[src/rtl/gpio_uart_tx_if.sv]
`default_nettype none
// ============================================================================
//  Module      : gpio_uart_tx_if
//  Description : Processor GPIO byte-write port. The processor drives a byte
//                on GPIO and qualifies it with GPIOEn for exactly one clock
//                per byte written.
//                  GPIO   [7:0]  byte written by the processor
//                  GPIOEn        write strobe (one byte per strobed edge)
//                master = processor side, slave = peripheral side.
//  Revision    : 1.0  initial release
// ============================================================================
interface gpio_uart_tx_if;
    logic [7:0] GPIO;
    logic       GPIOEn;

    modport master (output GPIO, output GPIOEn);
    modport slave  (input  GPIO, input  GPIOEn);
endinterface
`default_nettype wire

[src/rtl/gpio_uart_tx.sv]
`default_nettype none
// ============================================================================
//  Module      : gpio_uart_tx
//  Description : Serial console on the processor GPIO byte-write port. Every
//                strobed byte is queued in a small FIFO and transmitted as an
//                8N1 UART frame, LSB first. There is no back-pressure: a
//                write arriving while the FIFO is full is dropped and
//                recorded in a sticky overflow flag.
//  Ports       : clk      system clock
//                rst      synchronous active-high reset
//                bus      GPIO write port (slave modport: GPIO, GPIOEn)
//                tx       UART line, idle high, registered
//                busy     a frame is in progress
//                full     FIFO holds FIFO_DEPTH bytes
//                count    bytes queued, excluding the byte being shifted
//                overflow sticky, at least one write was dropped
//  Revision    : 1.0  initial release
// ============================================================================
module gpio_uart_tx #(
    parameter int CLKS_PER_BIT = 434,
    parameter int FIFO_DEPTH   = 16
) (
    input  wire                          clk,
    input  wire                          rst,
    gpio_uart_tx_if.slave                bus,
    output logic                         tx,
    output logic                         busy,
    output logic                         full,
    output logic [$clog2(FIFO_DEPTH):0]  count,
    output logic                         overflow
);

    localparam int c_PTR_W  = $clog2(FIFO_DEPTH);
    localparam int c_BAUD_W = $clog2(CLKS_PER_BIT);

    localparam logic [c_BAUD_W-1:0] c_BAUD_RELOAD = c_BAUD_W'(CLKS_PER_BIT - 1);
    localparam logic [c_PTR_W:0]    c_DEPTH       = (c_PTR_W + 1)'(FIFO_DEPTH);

    localparam logic [1:0] c_IDLE  = 2'd0;
    localparam logic [1:0] c_START = 2'd1;
    localparam logic [1:0] c_DATA  = 2'd2;
    localparam logic [1:0] c_STOP  = 2'd3;

    logic [7:0]          r_mem [FIFO_DEPTH];
    logic [c_PTR_W-1:0]  r_wptr;
    logic [c_PTR_W-1:0]  r_rptr;
    logic [c_PTR_W:0]    r_count;
    logic                r_overflow;

    logic [1:0]          r_state;
    logic [7:0]          r_shift;
    logic [2:0]          r_bit_idx;
    logic [c_BAUD_W-1:0] r_baud;
    logic                r_tx;

    logic w_empty;
    logic w_full;
    logic w_baud_done;
    logic w_pop;
    logic w_push;
    logic w_drop;

    assign w_empty     = (r_count == '0);
    assign w_full      = (r_count == c_DEPTH);
    assign w_baud_done = (r_baud == '0);

    // A pop happens when a new frame can start: from IDLE, or at the very
    // edge that ends a stop bit, so consecutive frames are gapless.
    assign w_pop  = !w_empty &&
                    ((r_state == c_IDLE) || ((r_state == c_STOP) && w_baud_done));
    // A pop in the same cycle frees the slot, so a full FIFO still accepts.
    assign w_push = bus.GPIOEn && (!w_full || w_pop);
    assign w_drop = bus.GPIOEn && !w_push;

    // Storage carries no reset; validity is tracked by the pointers/count.
    always_ff @(posedge clk) begin
        if (w_push) begin
            r_mem[r_wptr] <= bus.GPIO;
        end
    end

    always_ff @(posedge clk) begin
        if (rst) begin
            r_wptr     <= '0;
            r_rptr     <= '0;
            r_count    <= '0;
            r_overflow <= 1'b0;
        end else begin
            if (w_push) begin
                r_wptr <= r_wptr + 1'b1;
            end
            if (w_pop) begin
                r_rptr <= r_rptr + 1'b1;
            end
            case ({w_push, w_pop})
                2'b10:   r_count <= r_count + 1'b1;
                2'b01:   r_count <= r_count - 1'b1;
                default: r_count <= r_count;
            endcase
            if (w_drop) begin
                r_overflow <= 1'b1;
            end
        end
    end

    // r_tx is loaded with the level of the bit being entered, so the line is
    // a registered decode of state and shift register only.
    always_ff @(posedge clk) begin
        if (rst) begin
            r_state   <= c_IDLE;
            r_shift   <= '0;
            r_bit_idx <= '0;
            r_baud    <= '0;
            r_tx      <= 1'b1;
        end else begin
            case (r_state)
                c_IDLE: begin
                    if (w_pop) begin
                        r_state <= c_START;
                        r_shift <= r_mem[r_rptr];
                        r_baud  <= c_BAUD_RELOAD;
                        r_tx    <= 1'b0;
                    end
                end
                c_START: begin
                    if (w_baud_done) begin
                        r_state   <= c_DATA;
                        r_bit_idx <= '0;
                        r_baud    <= c_BAUD_RELOAD;
                        r_tx      <= r_shift[0];
                    end else begin
                        r_baud <= r_baud - 1'b1;
                    end
                end
                c_DATA: begin
                    if (w_baud_done) begin
                        r_baud <= c_BAUD_RELOAD;
                        if (r_bit_idx == 3'd7) begin
                            r_state <= c_STOP;
                            r_tx    <= 1'b1;
                        end else begin
                            r_shift   <= {1'b0, r_shift[7:1]};
                            r_bit_idx <= r_bit_idx + 1'b1;
                            r_tx      <= r_shift[1];
                        end
                    end else begin
                        r_baud <= r_baud - 1'b1;
                    end
                end
                c_STOP: begin
                    if (w_baud_done) begin
                        if (w_pop) begin
                            r_state <= c_START;
                            r_shift <= r_mem[r_rptr];
                            r_baud  <= c_BAUD_RELOAD;
                            r_tx    <= 1'b0;
                        end else begin
                            r_state <= c_IDLE;
                            r_tx    <= 1'b1;
                        end
                    end else begin
                        r_baud <= r_baud - 1'b1;
                    end
                end
                default: begin
                    r_state <= c_IDLE;
                    r_tx    <= 1'b1;
                end
            endcase
        end
    end

    assign tx       = r_tx;
    assign busy     = (r_state != c_IDLE);
    assign full     = w_full;
    assign count    = r_count;
    assign overflow = r_overflow;

endmodule
`default_nettype wire

[src/flat_wrapper.sv]
// flat-port wrapper written by rule: the top's interface ports become plain ports
module gpio_uart_tx_flat 
#(
    parameter int CLKS_PER_BIT = 434,
    parameter int FIFO_DEPTH   = 16
)
  (clk, rst, tx, busy, full, count, overflow, bus_GPIO, bus_GPIOEn);
  gpio_uart_tx_if bus_i ();
  input  wire clk;
  input  wire rst;
  output logic tx;
  output logic busy;
  output logic full;
  output logic [$clog2(FIFO_DEPTH):0] count;
  output logic overflow;
  input wire logic [$bits(bus_i.GPIO)-1:0] bus_GPIO;
  input wire logic [$bits(bus_i.GPIOEn)-1:0] bus_GPIOEn;
  assign bus_i.GPIO = bus_GPIO;
  assign bus_i.GPIOEn = bus_GPIOEn;
  gpio_uart_tx #(.CLKS_PER_BIT(CLKS_PER_BIT), .FIFO_DEPTH(FIFO_DEPTH)) u_core (.clk(clk), .rst(rst), .bus(bus_i), .tx(tx), .busy(busy), .full(full), .count(count), .overflow(overflow));
endmodule
[config.mk]
export PLATFORM = sky130hd
export DESIGN_NAME = gpio_uart_tx_flat
export DESIGN_NICKNAME = d
export VERILOG_FILES = /design/src/rtl/gpio_uart_tx_if.sv /design/src/rtl/gpio_uart_tx.sv /design/src/flat_wrapper.sv
export SDC_FILE = /design/constraint.sdc
export NUM_CORES = 1
export LEC_CHECK = 0
export ABC_CLOCK_PERIOD_IN_PS = 3320
export BUFFER_PORTS_ARGS = -buffer_cell sky130_fd_sc_hd__buf_2
export CAP_MARGIN = 20
export CORE_MARGIN = 2
export CORE_UTILIZATION = 30
export CTS_CLUSTER_DIAMETER = 80
export DETAILED_ROUTE_END_ITERATION = 10
export PLACE_DENSITY = 0.55
export SYNTH_ARGS = -nofsm -noshare
export SYNTH_HDL_FRONTEND = slang
export SYNTH_SLANG_ARGS = --single-unit
[constraint.sdc]
create_clock -name clk -period 3.32 [get_ports clk]
set_input_delay 0.332 -clock clk [delete_from_list [all_inputs] [get_ports clk]]
set_output_delay 0.332 -clock clk [all_outputs]
set_load 0.1 [all_outputs]
==> results.json <==
{
  "max_slew.worst_pin.slew_ns": 0.7535,
  "postSynthAreaPerCell_um2": 14.73,
  "yosysTopAreaCell": "edfxtp_1",
  "powerDensity_mw_per_mm2": 828.4,
  "maxCapViolCount": 0,
  "gr-total-overflow": 0,
  "wl_mm": 15.84,
  "synth_top_area_share_pct": 53.15,
  "cts_sinks": 169,
  "initialDrtViolationCount": 280,
  "antenna_found_initial": 0,
  "synth-edff-count": 128,
  "synthArstFlopShare_pct": 0,
  "finalPower_mw": 6.943,
  "viasPerCell": 4.931,
  "firstDrtPassIters": 5,
  "worstHoldPathType": "primary input to flip-flop",
  "clockBufferDepth": 2,
  "slew_violations": 0,
  "yosysUniqueCellTypes": 59,
  "ys_warn_count": 0,
  "cts_tree": "yes",
  "cts_root_buf": "clkbuf_16",
  "synth_area_leaders": "edfxtp_1 (53%), dfxtp_1 (11%), mux4_2 (11%)",
  "grt_max_degree": 35,
  "min_period_over_period_pct": 90.81,
  "min_from": "bus_GPIO[3]",
  "port-buffer-count": 19,
  "dp.cells": 825,
  "r2r_cells": 9,
  "instances_no_fill": 858,
  "grt_pass1_wl_mm": 24.89,
  "cts_buffers": 17,
  "min_period_ns": 3.015,
  "ioPinCount": 20,
  "rows": 56,
  "drive_gt1_share_pct": 22.63,
  "gp_congestion": 0.7855,
  "setup_ws_ns": 0.3050,
  "dieArea_mm2": 0.02536,
  "finish.instance_area_mm2": 0.008382,
  "cts-hold-fix-buffers": 0,
  "layout_commonest_cell": "edfxtp_1",
  "clkTransAtPathRegs_ns": 0.07,
  "max-vdd-ir-drop_v": 0.0004537,
  "ys_seq_area_share_pct": 64.50,
  "n_fill_cell": 2306,
  "antenna_left": 0,
  "start_util_pct": 30.72,
  "synthesis.nets": 520,
  "setup_tns_ns": 0,
  "end_kind": "flip-flop",
  "rr_endpoint": "u_core.count[4]",
  "fmax_ghz": 0.3317,
  "final_core_util_pct": 35.60,
  "insertion_delay_ns": 0.43,
  "place_area_mm2": 0.007791,
  "path_class": "flip-flop to flip-flop",
  "reg2reg_slack_ns": 0.30,
  "skew_ns": 0.01185,
  "outcome": "complete, no violations",
  "dp_hpwl_mm": 10.26,
  "ys_ff_latch": 169,
  "route.detailed.drc": 0,
  "track_usage_pct": 13.05,
  "seqCellArea_mm2": 0.004666,
  "core-area_mm2": 0.02354,
  "final_cell_mix": "edfxtp_1 (128), nor2_1 (48), dfxtp_1 (40), mux4_2 (35), buf_4 (22)",
  "antenna_cells": 0,
  "r2r_start": "u_core.r_baud[5]",
  "crit_arrival_ns": 3.36,
  "fp.dieW_um": 159.3,
  "ys.flop_type": "edfxtp_1",
  "relSlewSlack_pct": 49.46,
  "final_nets": 555,
  "p_leak_nw": 2.831,
  "vias": 4231,
  "dp_slack_ns": 0.1530,
  "holdPathStages": 1,
  "multi_input_area_mm2": 0.002402,
  "synthToLayoutAreaGrowth_pct": 15.90,
  "grt_pass1_vias": 4371,
  "rsz0062_at_grt": "no",
  "die_h_um": 159.3,
  "wl_per_cell_um": 18.46,
  "synth_area_mm2": 0.007232,
  "crit_path_start_kind": "flip-flop",
  "critPathMaxFanout": 8,
  "cp.required_ns": 3.67,
  "syn_inst": 491,
  "hold_ws_ns": 0.2781,
  "final-setup-viol-count": 0,
  "htreeDepth": 4,
  "hold_viol": 0,
  "worst_hold_path.endpoint": "u_core.r_mem[11][3]"
}
## cell families after synthesis
kind of cell               share of synthesized area, %
buffers and inverters                             2.405
AOI/OAI and AO/OA                                 7.526
and+or+nand+nor                                   8.979
muxes                                             12.28
xor gates and xnor gates                          1.090
DFF                                               64.50
adders and majority gates                         3.218
## state kept, by name, indices dropped and copies added, names as in the netlist, named ones only
register	flops
u_core.count	5
u_core.overflow	1
u_core.r_baud	9
u_core.r_bit_idx	3
u_core.r_mem	128
u_core.r_rptr	4
u_core.r_shift	8
u_core.r_state	2
u_core.r_wptr	4
u_core.tx	1
## power breakdown
group	total (mW)	switching, mW	internal [mW]
Clock	1.90	0.898	1.00
Sequential	2.59	0.152	2.44
Combinational	2.45	1.50	0.948
## routing by layer
metal	vias to the layer above	GRT usage, %	wire length, um
met5	-	0	0
met4	0	5.248	306
met3	24	2.917	772
met2	91	21.88	7858
met1	2143	16.42	6905
li1	1973	-	-
## synth_stat cells (all sizes together) (5+ instances only)
library cell / count
o21ai: 19
and3: 6
o22ai: 6
inv: 15
buf: 12
a21oi: 21
nor2: 50
nand3: 8
nand2b: 6
edfxtp: 128
dfxtp: 41
mux2i: 10
clkbuf: 14
nand2: 19
ha: 17
mux4: 35
a211oi: 5
nor3: 15
xnor2: 6
## worst max-delay path by stage
stage          slack [ns]             start  cells past startpoint         endpoint
2_1_floorplan        0.04   u_core.count[0]                     10  u_core.count[4]
3_3_place_gp         0.29  u_core.r_baud[0]                     11  u_core.count[4]
3_5_place_dp         0.15  u_core.r_baud[0]                     11  u_core.count[4]
4_1_cts              0.11  u_core.r_baud[0]                     11  u_core.count[4]
5_1_grt              0.10  u_core.r_baud[5]                      9  u_core.count[4]
6_report             0.30  u_core.r_baud[5]                      9  u_core.count[4]
## critical path, stage by stage, from the launching register on
cell,delay (ns)
dfxtp_1,0.39
nor4_2,0.51
a31oi_1,0.19
or3_1,0.43
fa_1,0.43
nand2b_1,0.16
a21oi_1,0.26
nor3_1,0.07
or3b_1,0.35
a31oi_1,0.15
## final cells by class
type / count / area share (%)
Multi-Input combinational cell: 280 / 28.66
Clock inverter: 15 / 1.776
Sequential cell: 169 / 55.66
Timing Repair Buffer: 42 / 3.344
Tap cell: 319 / 4.762
Clock buffer: 17 / 5.075
Inverter: 16 / 0.7165
## repair_timing
| item | CTS | global route |
|---|---|---|
| buffers inserted | 0 | 1 |
| resized for setup | 0 | 1 |
| endpoints found under the setup margin | 0 | 1 |
Note: power is estimated with default switching activity, not from simulation.
